--- src/rtl/motor_pkg.sv ---
// Shared motor-control types and helpers used by the duty ramp, pwm and PID blocks.
package motor_pkg;

  typedef enum logic [1:0] {
    RAMP_OFF,
    RAMP_TRACK,
    RAMP_DECEL,
    RAMP_DEAD
  } ramp_state_t;

  // Full-scale duty (100%) for a pwm of resolution r bits.
  function automatic int duty_full(input int r);
    return 1 << r;
  endfunction

endpackage

--- src/rtl/tick_prescaler.sv ---
// Free-running divider producing a one-cycle tick every TICK_DIV clocks.
module tick_prescaler #(
  parameter int TICK_DIV = 125000
) (
  input  logic clk,
  input  logic reset,
  output logic tick
);

  localparam int CW = $clog2(TICK_DIV);
  localparam logic [CW-1:0] LAST = CW'(TICK_DIV - 1);

  logic [CW-1:0] count_q;
  logic [CW-1:0] count_d;

  always_comb begin
    tick    = (count_q == LAST);
    count_d = tick ? '0 : count_q + CW'(1);
  end

  always_ff @(posedge clk or posedge reset) begin
    if (reset) begin
      count_q <= '0;
    end else begin
      count_q <= count_d;
    end
  end

endmodule

--- src/rtl/motor_duty_ramp.sv ---
// Per-wheel duty ramp: saturates the signed PID command, slew-limits the pwm duty per tick and
// forces ramp-to-zero plus dead time before the H-bridge direction may reverse.
module motor_duty_ramp
  import motor_pkg::*;
#(
  parameter int R              = 16,
  parameter int CMD_W          = 18,
  parameter int STEP           = 4096,
  parameter int TICK_DIV       = 125000,
  parameter int DEADTIME_TICKS = 5
) (
  input  logic                    clk,
  input  logic                    reset,
  input  logic                    enable,
  input  logic                    cmd_valid,
  input  logic signed [CMD_W-1:0] cmd,
  output logic        [R:0]       duty,
  output logic                    dir,
  output logic                    at_target
);

  localparam int FULL = duty_full(R);
  localparam logic [R:0] FULL_V = (R+1)'(FULL);
  localparam logic [R:0] STEP_V = (R+1)'((STEP > FULL) ? FULL : STEP);
  localparam int AW = (CMD_W > R) ? CMD_W + 1 : R + 1;
  localparam int DW = $clog2(DEADTIME_TICKS + 1);
  localparam logic [DW-1:0] DEAD_V = DW'(DEADTIME_TICKS);

  ramp_state_t   state_q, state_d;
  logic [R:0]    duty_q, duty_d;
  logic          dir_q, dir_d;
  logic          at_target_q, at_target_d;
  logic [R:0]    tgt_mag_q, tgt_mag_d;
  logic          tgt_dir_q, tgt_dir_d;
  logic [DW-1:0] dead_q, dead_d;

  logic          tick;
  logic [CMD_W:0] cmd_ext;
  logic [AW-1:0] cmd_abs;
  logic [R+1:0]  up_sum;
  logic [R:0]    duty_toward;
  logic [R:0]    duty_decel;

  tick_prescaler #(
    .TICK_DIV(TICK_DIV)
  ) u_prescaler (
    .clk  (clk),
    .reset(reset),
    .tick (tick)
  );

  // Candidate duty values; the up step is clamped at the target so it can never overshoot 2**R.
  always_comb begin
    up_sum      = {1'b0, duty_q} + {1'b0, STEP_V};
    duty_toward = duty_q;
    if (duty_q < tgt_mag_q) begin
      duty_toward = (up_sum > {1'b0, tgt_mag_q}) ? tgt_mag_q : up_sum[R:0];
    end else if (duty_q > tgt_mag_q) begin
      duty_toward = ((duty_q - tgt_mag_q) > STEP_V) ? duty_q - STEP_V : tgt_mag_q;
    end
    duty_decel = (duty_q > STEP_V) ? duty_q - STEP_V : '0;
  end

  always_comb begin
    state_d = state_q;
    duty_d  = duty_q;
    dir_d   = dir_q;
    dead_d  = dead_q;
    case (state_q)
      RAMP_OFF: begin
        duty_d = '0;
        if (enable) state_d = RAMP_TRACK;
      end
      RAMP_TRACK: begin
        if (tick) begin
          if (tgt_dir_q == dir_q) begin
            duty_d = duty_toward;
          end else if (duty_q != '0) begin
            state_d = RAMP_DECEL;
          end else begin
            state_d = RAMP_DEAD;
            dead_d  = DEAD_V;
          end
        end
      end
      RAMP_DECEL: begin
        if (tgt_dir_q == dir_q) begin
          state_d = RAMP_TRACK;
        end else if (tick) begin
          duty_d = duty_decel;
          if (duty_decel == '0) begin
            state_d = RAMP_DEAD;
            dead_d  = DEAD_V;
          end
        end
      end
      RAMP_DEAD: begin
        duty_d = '0;
        if (tgt_dir_q == dir_q) begin
          state_d = RAMP_TRACK;
        end else if (tick) begin
          if (dead_q <= DW'(1)) begin
            dead_d  = '0;
            dir_d   = tgt_dir_q;
            state_d = RAMP_TRACK;
          end else begin
            dead_d = dead_q - DW'(1);
          end
        end
      end
      default: state_d = RAMP_OFF;
    endcase
    if (!enable) begin
      state_d = RAMP_OFF;
      duty_d  = '0;
    end
  end

  // A zero command follows the direction the bridge will have next cycle, so it never asks to reverse.
  always_comb begin
    tgt_mag_d = tgt_mag_q;
    tgt_dir_d = tgt_dir_q;
    cmd_ext   = {cmd[CMD_W-1], cmd};
    cmd_abs   = AW'(cmd[CMD_W-1] ? -cmd_ext : cmd_ext);
    if (cmd_valid) begin
      tgt_mag_d = (cmd_abs > AW'(FULL)) ? FULL_V : cmd_abs[R:0];
      tgt_dir_d = (tgt_mag_d == '0) ? dir_d : cmd[CMD_W-1];
    end
    at_target_d = (state_d == RAMP_TRACK) && (duty_d == tgt_mag_d) && (dir_d == tgt_dir_d);
  end

  always_ff @(posedge clk or posedge reset) begin
    if (reset) begin
      state_q     <= RAMP_OFF;
      duty_q      <= '0;
      dir_q       <= 1'b0;
      at_target_q <= 1'b0;
      tgt_mag_q   <= '0;
      tgt_dir_q   <= 1'b0;
      dead_q      <= '0;
    end else begin
      state_q     <= state_d;
      duty_q      <= duty_d;
      dir_q       <= dir_d;
      at_target_q <= at_target_d;
      tgt_mag_q   <= tgt_mag_d;
      tgt_dir_q   <= tgt_dir_d;
      dead_q      <= dead_d;
    end
  end

  assign duty      = duty_q;
  assign dir       = dir_q;
  assign at_target = at_target_q;

endmodule
--- config.mk ---
export PLATFORM = sky130hd
export DESIGN_NAME = motor_duty_ramp
export DESIGN_NICKNAME = d
export VERILOG_FILES = /design/src/rtl/motor_pkg.sv /design/src/rtl/tick_prescaler.sv /design/src/rtl/motor_duty_ramp.sv
export SDC_FILE = /design/constraint.sdc
export NUM_CORES = 1
export LEC_CHECK = 0
export ABC_CLOCK_PERIOD_IN_PS = 5100
export CAP_MARGIN = 10
export CORE_ASPECT_RATIO = 1.1
export CORE_MARGIN = 2
export CORE_UTILIZATION = 28
export DETAILED_ROUTE_END_ITERATION = 7
export PLACE_DENSITY = 0.52
export SLEW_MARGIN = 20
export SYNTH_ARGS = -nofsm -noshare
export SYNTH_HDL_FRONTEND = slang
export SYNTH_HIERARCHICAL = 1
export SYNTH_SLANG_ARGS = --single-unit
--- constraint.sdc ---
create_clock -name clk -period 5.1 [get_ports clk]
set_input_delay 1.53 -clock clk [delete_from_list [all_inputs] [get_ports clk]]
set_output_delay 1.53 -clock clk [all_outputs]
set_load 0.02 [all_outputs]
==> flow_results.xml <==
<?xml version="1.0" encoding="UTF-8"?>
<metrics>
  <group name="pwr">
    <metric name="combinationalPowerShare" unit="">0.259</metric>
    <metric name="power_frac_seq" unit="">0.333</metric>
    <metric name="powerDensity" unit="nW/µm²">220</metric>
    <metric name="total_power" unit="W">0.00151</metric>
    <metric name="switchingPower" unit="W">0.000449</metric>
    <metric name="largest_voltage_drop_on_the_vdd_net" unit="V">0.000147</metric>
    <metric name="power_report.internal_total" unit="W">0.00106</metric>
    <metric name="power.leakage" unit="nW">2.96</metric>
    <metric name="clock_power_share" unit="">0.408</metric>
    <metric name="switching_part_of_the_total" unit="">0.297</metric>
  </group>
  <group name="critical_path">
    <metric name="critical_path.max_stage_delay" unit="ns">0.47</metric>
    <metric name="worst_path_max_delay_cell" unit="">sky130_fd_sc_hd__clkdlybuf4s50_1</metric>
    <metric name="critPathTopFamily" unit="">simple AND/OR/NAND/NOR gates</metric>
    <metric name="timing.critical_path.cells" unit="">clkdlybuf4s50_1, or3_4, or3_4, o41ai_2, o211ai_1, o41ai_2, buf_4, nand2_2, buf_4, o22ai_2, a21oi_1, nor4_1, buf_4, nand4_1, nor4b_2</metric>
    <metric name="buffers_inverters_on_critical_path" unit="">4</metric>
    <metric name="cp_data_arrival_time" unit="ns">4.99</metric>
    <metric name="crit_path_end_kind" unit="">flip-flop</metric>
    <metric name="critPathMostFrequentCell" unit="">sky130_fd_sc_hd__buf_4</metric>
    <metric name="required" unit="ns">5.34</metric>
    <metric name="worst_setup_path_start_kind" unit="">input pin</metric>
    <metric name="critPathKind" unit="">input pin to flip-flop</metric>
    <metric name="critPathMaxFanout" unit="">8</metric>
  </group>
  <group name="logic_synthesis">
    <metric name="synth_nets" unit="">752</metric>
    <metric name="synth.distinct_cells" unit="">82</metric>
    <metric name="synth_top_cells_by_area" unit="">sky130_fd_sc_hd__dfrtp_1 26%, sky130_fd_sc_hd__ha_1 6.7%, sky130_fd_sc_hd__xor2_1 4.5%</metric>
    <metric name="synth_top_cell_area_share" unit="">0.263</metric>
    <metric name="synth_enable_flop_cells" unit="">0</metric>
    <metric name="postSynthAreaPerCell" unit="µm²">8.02</metric>
    <metric name="netlist.top_cell.by_area" unit="">sky130_fd_sc_hd__dfrtp_1</metric>
    <metric name="synth_seq_cells" unit="">59</metric>
    <metric name="synthCells" unit="">699</metric>
    <metric name="synthesis.yosys.warnings" unit="">6</metric>
    <metric name="seq_area_frac_synth" unit="">0.263</metric>
    <metric name="synth_ff_type" unit="">sky130_fd_sc_hd__dfrtp_1</metric>
    <metric name="async_reset_ff_frac" unit="">1.00</metric>
    <metric name="syn_area" unit="µm²">5610</metric>
  </group>
  <group name="drt">
    <metric name="drtAntennaViolNets" unit="">0</metric>
    <metric name="drt_iter0_drc" unit="">412</metric>
    <metric name="wire_length_reported_by_the_detailed_router" unit="mm">17.1</metric>
    <metric name="remaining_drc_errors" unit="">0</metric>
    <metric name="via_count" unit="">5508</metric>
    <metric name="post_drt_via_cell_ratio" unit="">5.36</metric>
    <metric name="detail_route.wl_per_cell" unit="µm">16.7</metric>
    <metric name="firstDrtPassIters" unit="">7</metric>
  </group>
  <group name="cells_and_area">
    <metric name="fillCellCount" unit="">2095</metric>
    <metric name="final_core_util" unit="">0.348</metric>
    <metric name="diode_count" unit="">0</metric>
    <metric name="final_net_count" unit="">825</metric>
    <metric name="final_layout_size_suffix_gt1_frac" unit="">0.123</metric>
    <metric name="area_growth" unit="%">22.5</metric>
    <metric name="design_area" unit="µm²">6870</metric>
  </group>
  <group name="timing">
    <metric name="final-hold-violation-count" unit="">0</metric>
    <metric name="fin_worst_skew" unit="ns">0.00725</metric>
    <metric name="final-setup-viol-count" unit="">0</metric>
    <metric name="hold-worst-slack" unit="ns">0.479</metric>
    <metric name="rsz0062_at_grt" unit="">no</metric>
    <metric name="finalCritPeriodShare" unit="">0.933</metric>
    <metric name="achievable-frequency" unit="GHz">0.210</metric>
    <metric name="slew_headroom" unit="">0.364</metric>
    <metric name="timing_max_transition_violations_final" unit="">0</metric>
    <metric name="worst_margin_pin_slew" unit="ns">0.955</metric>
    <metric name="min_period" unit="ns">4.76</metric>
  </group>
  <group name="placed_design">
    <metric name="dpl_cell_area" unit="µm²">6570</metric>
    <metric name="finalWeightedCongestion" unit="">0.895</metric>
    <metric name="port_buffers" unit="">40</metric>
    <metric name="post-dp-hpwl" unit="mm">13.5</metric>
  </group>
  <group name="min_path">
    <metric name="hp-class" unit="">flip-flop to flip-flop</metric>
  </group>
  <group name="floorplanning">
    <metric name="fp-row-count" unit="">54</metric>
    <metric name="start_util" unit="">0.284</metric>
    <metric name="io_pins" unit="">41</metric>
    <metric name="die_height" unit="µm">152</metric>
    <metric name="die_width" unit="µm">139</metric>
    <metric name="floorplan.die_area" unit="µm²">21200</metric>
    <metric name="core_region_area" unit="µm²">19700</metric>
  </group>
  <group name="grt">
    <metric name="largest_net_degree_at_the_start_of_global_routing" unit="">43</metric>
    <metric name="grt_use_total" unit="">0.160</metric>
    <metric name="grt_pass1_vias" unit="">5343</metric>
    <metric name="residual_overflow_from_global_routing" unit="">0</metric>
    <metric name="grt_first_pass_wirelength" unit="mm">27.8</metric>
    <metric name="grt_antenna_before_repair" unit="">0</metric>
  </group>
  <group name="clocking">
    <metric name="postCtsHoldBufs" unit="">0</metric>
    <metric name="ctsResizeCount" unit="">0</metric>
    <metric name="clkTransAtPathRegs" unit="ns">0.05</metric>
    <metric name="cts-buffers-inserted" unit="">9</metric>
    <metric name="htree_levels" unit="">3</metric>
    <metric name="postCtsSetupRepairBufs" unit="">0</metric>
    <metric name="clock-sinks" unit="">59</metric>
    <metric name="root_buffer" unit="">sky130_fd_sc_hd__clkbuf_16</metric>
    <metric name="tritoncts" unit="">built</metric>
    <metric name="clock_latency_of_the_later_clocked_register_in_the_worst_skew_pair" unit="ns">0.33</metric>
    <metric name="clockBufferDepth" unit="">2</metric>
  </group>
  <group name="run_status">
    <metric name="status" unit="">finished clean</metric>
  </group>
  <group name="run">
    <metric name="cap_violations" unit="">0</metric>
  </group>
</metrics>
## synthesized netlist by cell type (4+ instances only)
cell,n
sky130_fd_sc_hd__a211o_1,4
sky130_fd_sc_hd__o211ai_1,9
sky130_fd_sc_hd__o21ai_0,43
sky130_fd_sc_hd__ha_1,30
sky130_fd_sc_hd__xor2_1,29
sky130_fd_sc_hd__inv_1,42
sky130_fd_sc_hd__nand3b_1,5
sky130_fd_sc_hd__or3_1,6
sky130_fd_sc_hd__or4_1,4
sky130_fd_sc_hd__and3_1,21
sky130_fd_sc_hd__nor2b_1,9
sky130_fd_sc_hd__a211oi_1,8
sky130_fd_sc_hd__o31ai_1,8
sky130_fd_sc_hd__a31oi_1,5
sky130_fd_sc_hd__nor2_1,48
sky130_fd_sc_hd__nand4_1,14
sky130_fd_sc_hd__o2111ai_1,4
sky130_fd_sc_hd__buf_2,6
sky130_fd_sc_hd__o21a_1,9
sky130_fd_sc_hd__a21oi_1,39
sky130_fd_sc_hd__mux2i_1,9
sky130_fd_sc_hd__dfrtp_1,59
sky130_fd_sc_hd__xnor2_1,19
sky130_fd_sc_hd__o21ai_1,6
sky130_fd_sc_hd__or2_2,7
sky130_fd_sc_hd__a221oi_1,4
sky130_fd_sc_hd__nand2b_1,9
sky130_fd_sc_hd__nor3b_1,6
sky130_fd_sc_hd__mux2_2,6
sky130_fd_sc_hd__nor4_1,14
sky130_fd_sc_hd__clkbuf_1,18
sky130_fd_sc_hd__o22ai_1,12
sky130_fd_sc_hd__and2_1,5
sky130_fd_sc_hd__nor3_1,17
sky130_fd_sc_hd__nand3_1,30
sky130_fd_sc_hd__nand2_1,63
## registers in the layout, indices dropped and copies added, names as in the netlist
register and count:
dir 1, duty 17, dead_q 3, at_target 1
state_q 2, tgt_mag_q 17, tgt_dir_q 1, u_prescaler/count_q 17
## final timing paths
check                      depth (start not counted)                    from  slack (ns)                 endpoint
max in group asynchronous                          2                   reset        2.71             tgt_mag_q[0]
setup / recovery                                  15                  cmd[3]        0.34                at_target
hold reg to reg                                    1  u_prescaler/count_q[0]        0.48   u_prescaler/count_q[0]
hold / removal                                     1  u_prescaler/count_q[0]        0.48   u_prescaler/count_q[0]
setup reg to reg                                  17                 duty[0]        0.52                at_target
min in group asynchronous                          2                   reset        1.66  u_prescaler/count_q[12]
## cells by family (layout without fill, tap and decap cells)
logic type	Yosys count	in the layout	synth area share
XOR/XNOR	48	48	0.0750
adder cells (fa/ha/maj)	31	31	0.0705
AND/OR/NAND/NOR	280	280	0.273
AO/OA/AOI/OAI	199	199	0.243
buffers and inverters	67	143	0.0475
flip-flops	59	59	0.263
multiplexers	15	15	0.0281
## power by group through the flow
stage	Clock (W)	Combinational [W]	Sequential [W]
CTS	0.000626	0.000391	0.000501
detailed placement	0	0.000389	0.000509
global placement	0	0.000390	0.000510
floorplan	0	0.000266	0.000503
finish	0.000615	0.000390	0.000502
global route	0.000647	0.000435	0.000504
## metal layers
metal  vias up  part of all wire  track usage
met5         -                 0            0
met1      2617              0.49        0.225
li1       2750                 -            -
met4         0             0.024       0.0529
met2       116              0.45        0.256
met3        25             0.035       0.0189
## area by class of cell
cell class / instances / area, µm² / share of cell area
Sequential cell: 59 / 1480 / 0.215
Clock inverter: 2 / 35.0 / 0.00510
Inverter: 42 / 158 / 0.0230
Clock buffer: 12 / 267 / 0.0388
Tap cell: 252 / 315 / 0.0459
Multi-Input combinational cell: 573 / 3860 / 0.563
Timing Repair Buffer: 87 / 753 / 0.110
## through the flow
step | instances | TNS [ns] | setup WS, ns
floorplan | 699 | 0 | 0.585
detailed placement | 1013 | -0.0131 | -0.0131
global placement | 1013 | 0 | 0.0251
finish | 1027 | 0 | 0.341
global route | 1027 | 0 | 0.0359
CTS | 1027 | 0 | 0.316
## cell usage in the layout, fill, tap and decap left out, types with 6 or more instances in the layout
cell type,instances
sky130_fd_sc_hd__xnor2_1,19
sky130_fd_sc_hd__o31ai_1,8
sky130_fd_sc_hd__o21ai_0,43
sky130_fd_sc_hd__clkdlybuf4s50_1,40
sky130_fd_sc_hd__nor2b_1,9
sky130_fd_sc_hd__inv_1,41
sky130_fd_sc_hd__a21oi_1,39
sky130_fd_sc_hd__nor3b_1,6
sky130_fd_sc_hd__o22ai_1,12
sky130_fd_sc_hd__nand2_1,63
sky130_fd_sc_hd__nand3_1,30
sky130_fd_sc_hd__nor3_1,17
sky130_fd_sc_hd__dfrtp_1,59
sky130_fd_sc_hd__o211ai_1,9
sky130_fd_sc_hd__mux2_2,6
sky130_fd_sc_hd__nand4_1,14
sky130_fd_sc_hd__xor2_1,29
sky130_fd_sc_hd__and3_1,21
sky130_fd_sc_hd__or3_1,6
sky130_fd_sc_hd__ha_1,30
sky130_fd_sc_hd__nor4_1,14
sky130_fd_sc_hd__mux2i_1,9
sky130_fd_sc_hd__a211oi_1,8
sky130_fd_sc_hd__or2_2,7
sky130_fd_sc_hd__buf_4,47
sky130_fd_sc_hd__nor2_1,48
sky130_fd_sc_hd__clkbuf_16,9
sky130_fd_sc_hd__o21a_1,9
sky130_fd_sc_hd__nand2b_1,9
sky130_fd_sc_hd__o21ai_1,6
Note: power is estimated with default switching activity, not from simulation.
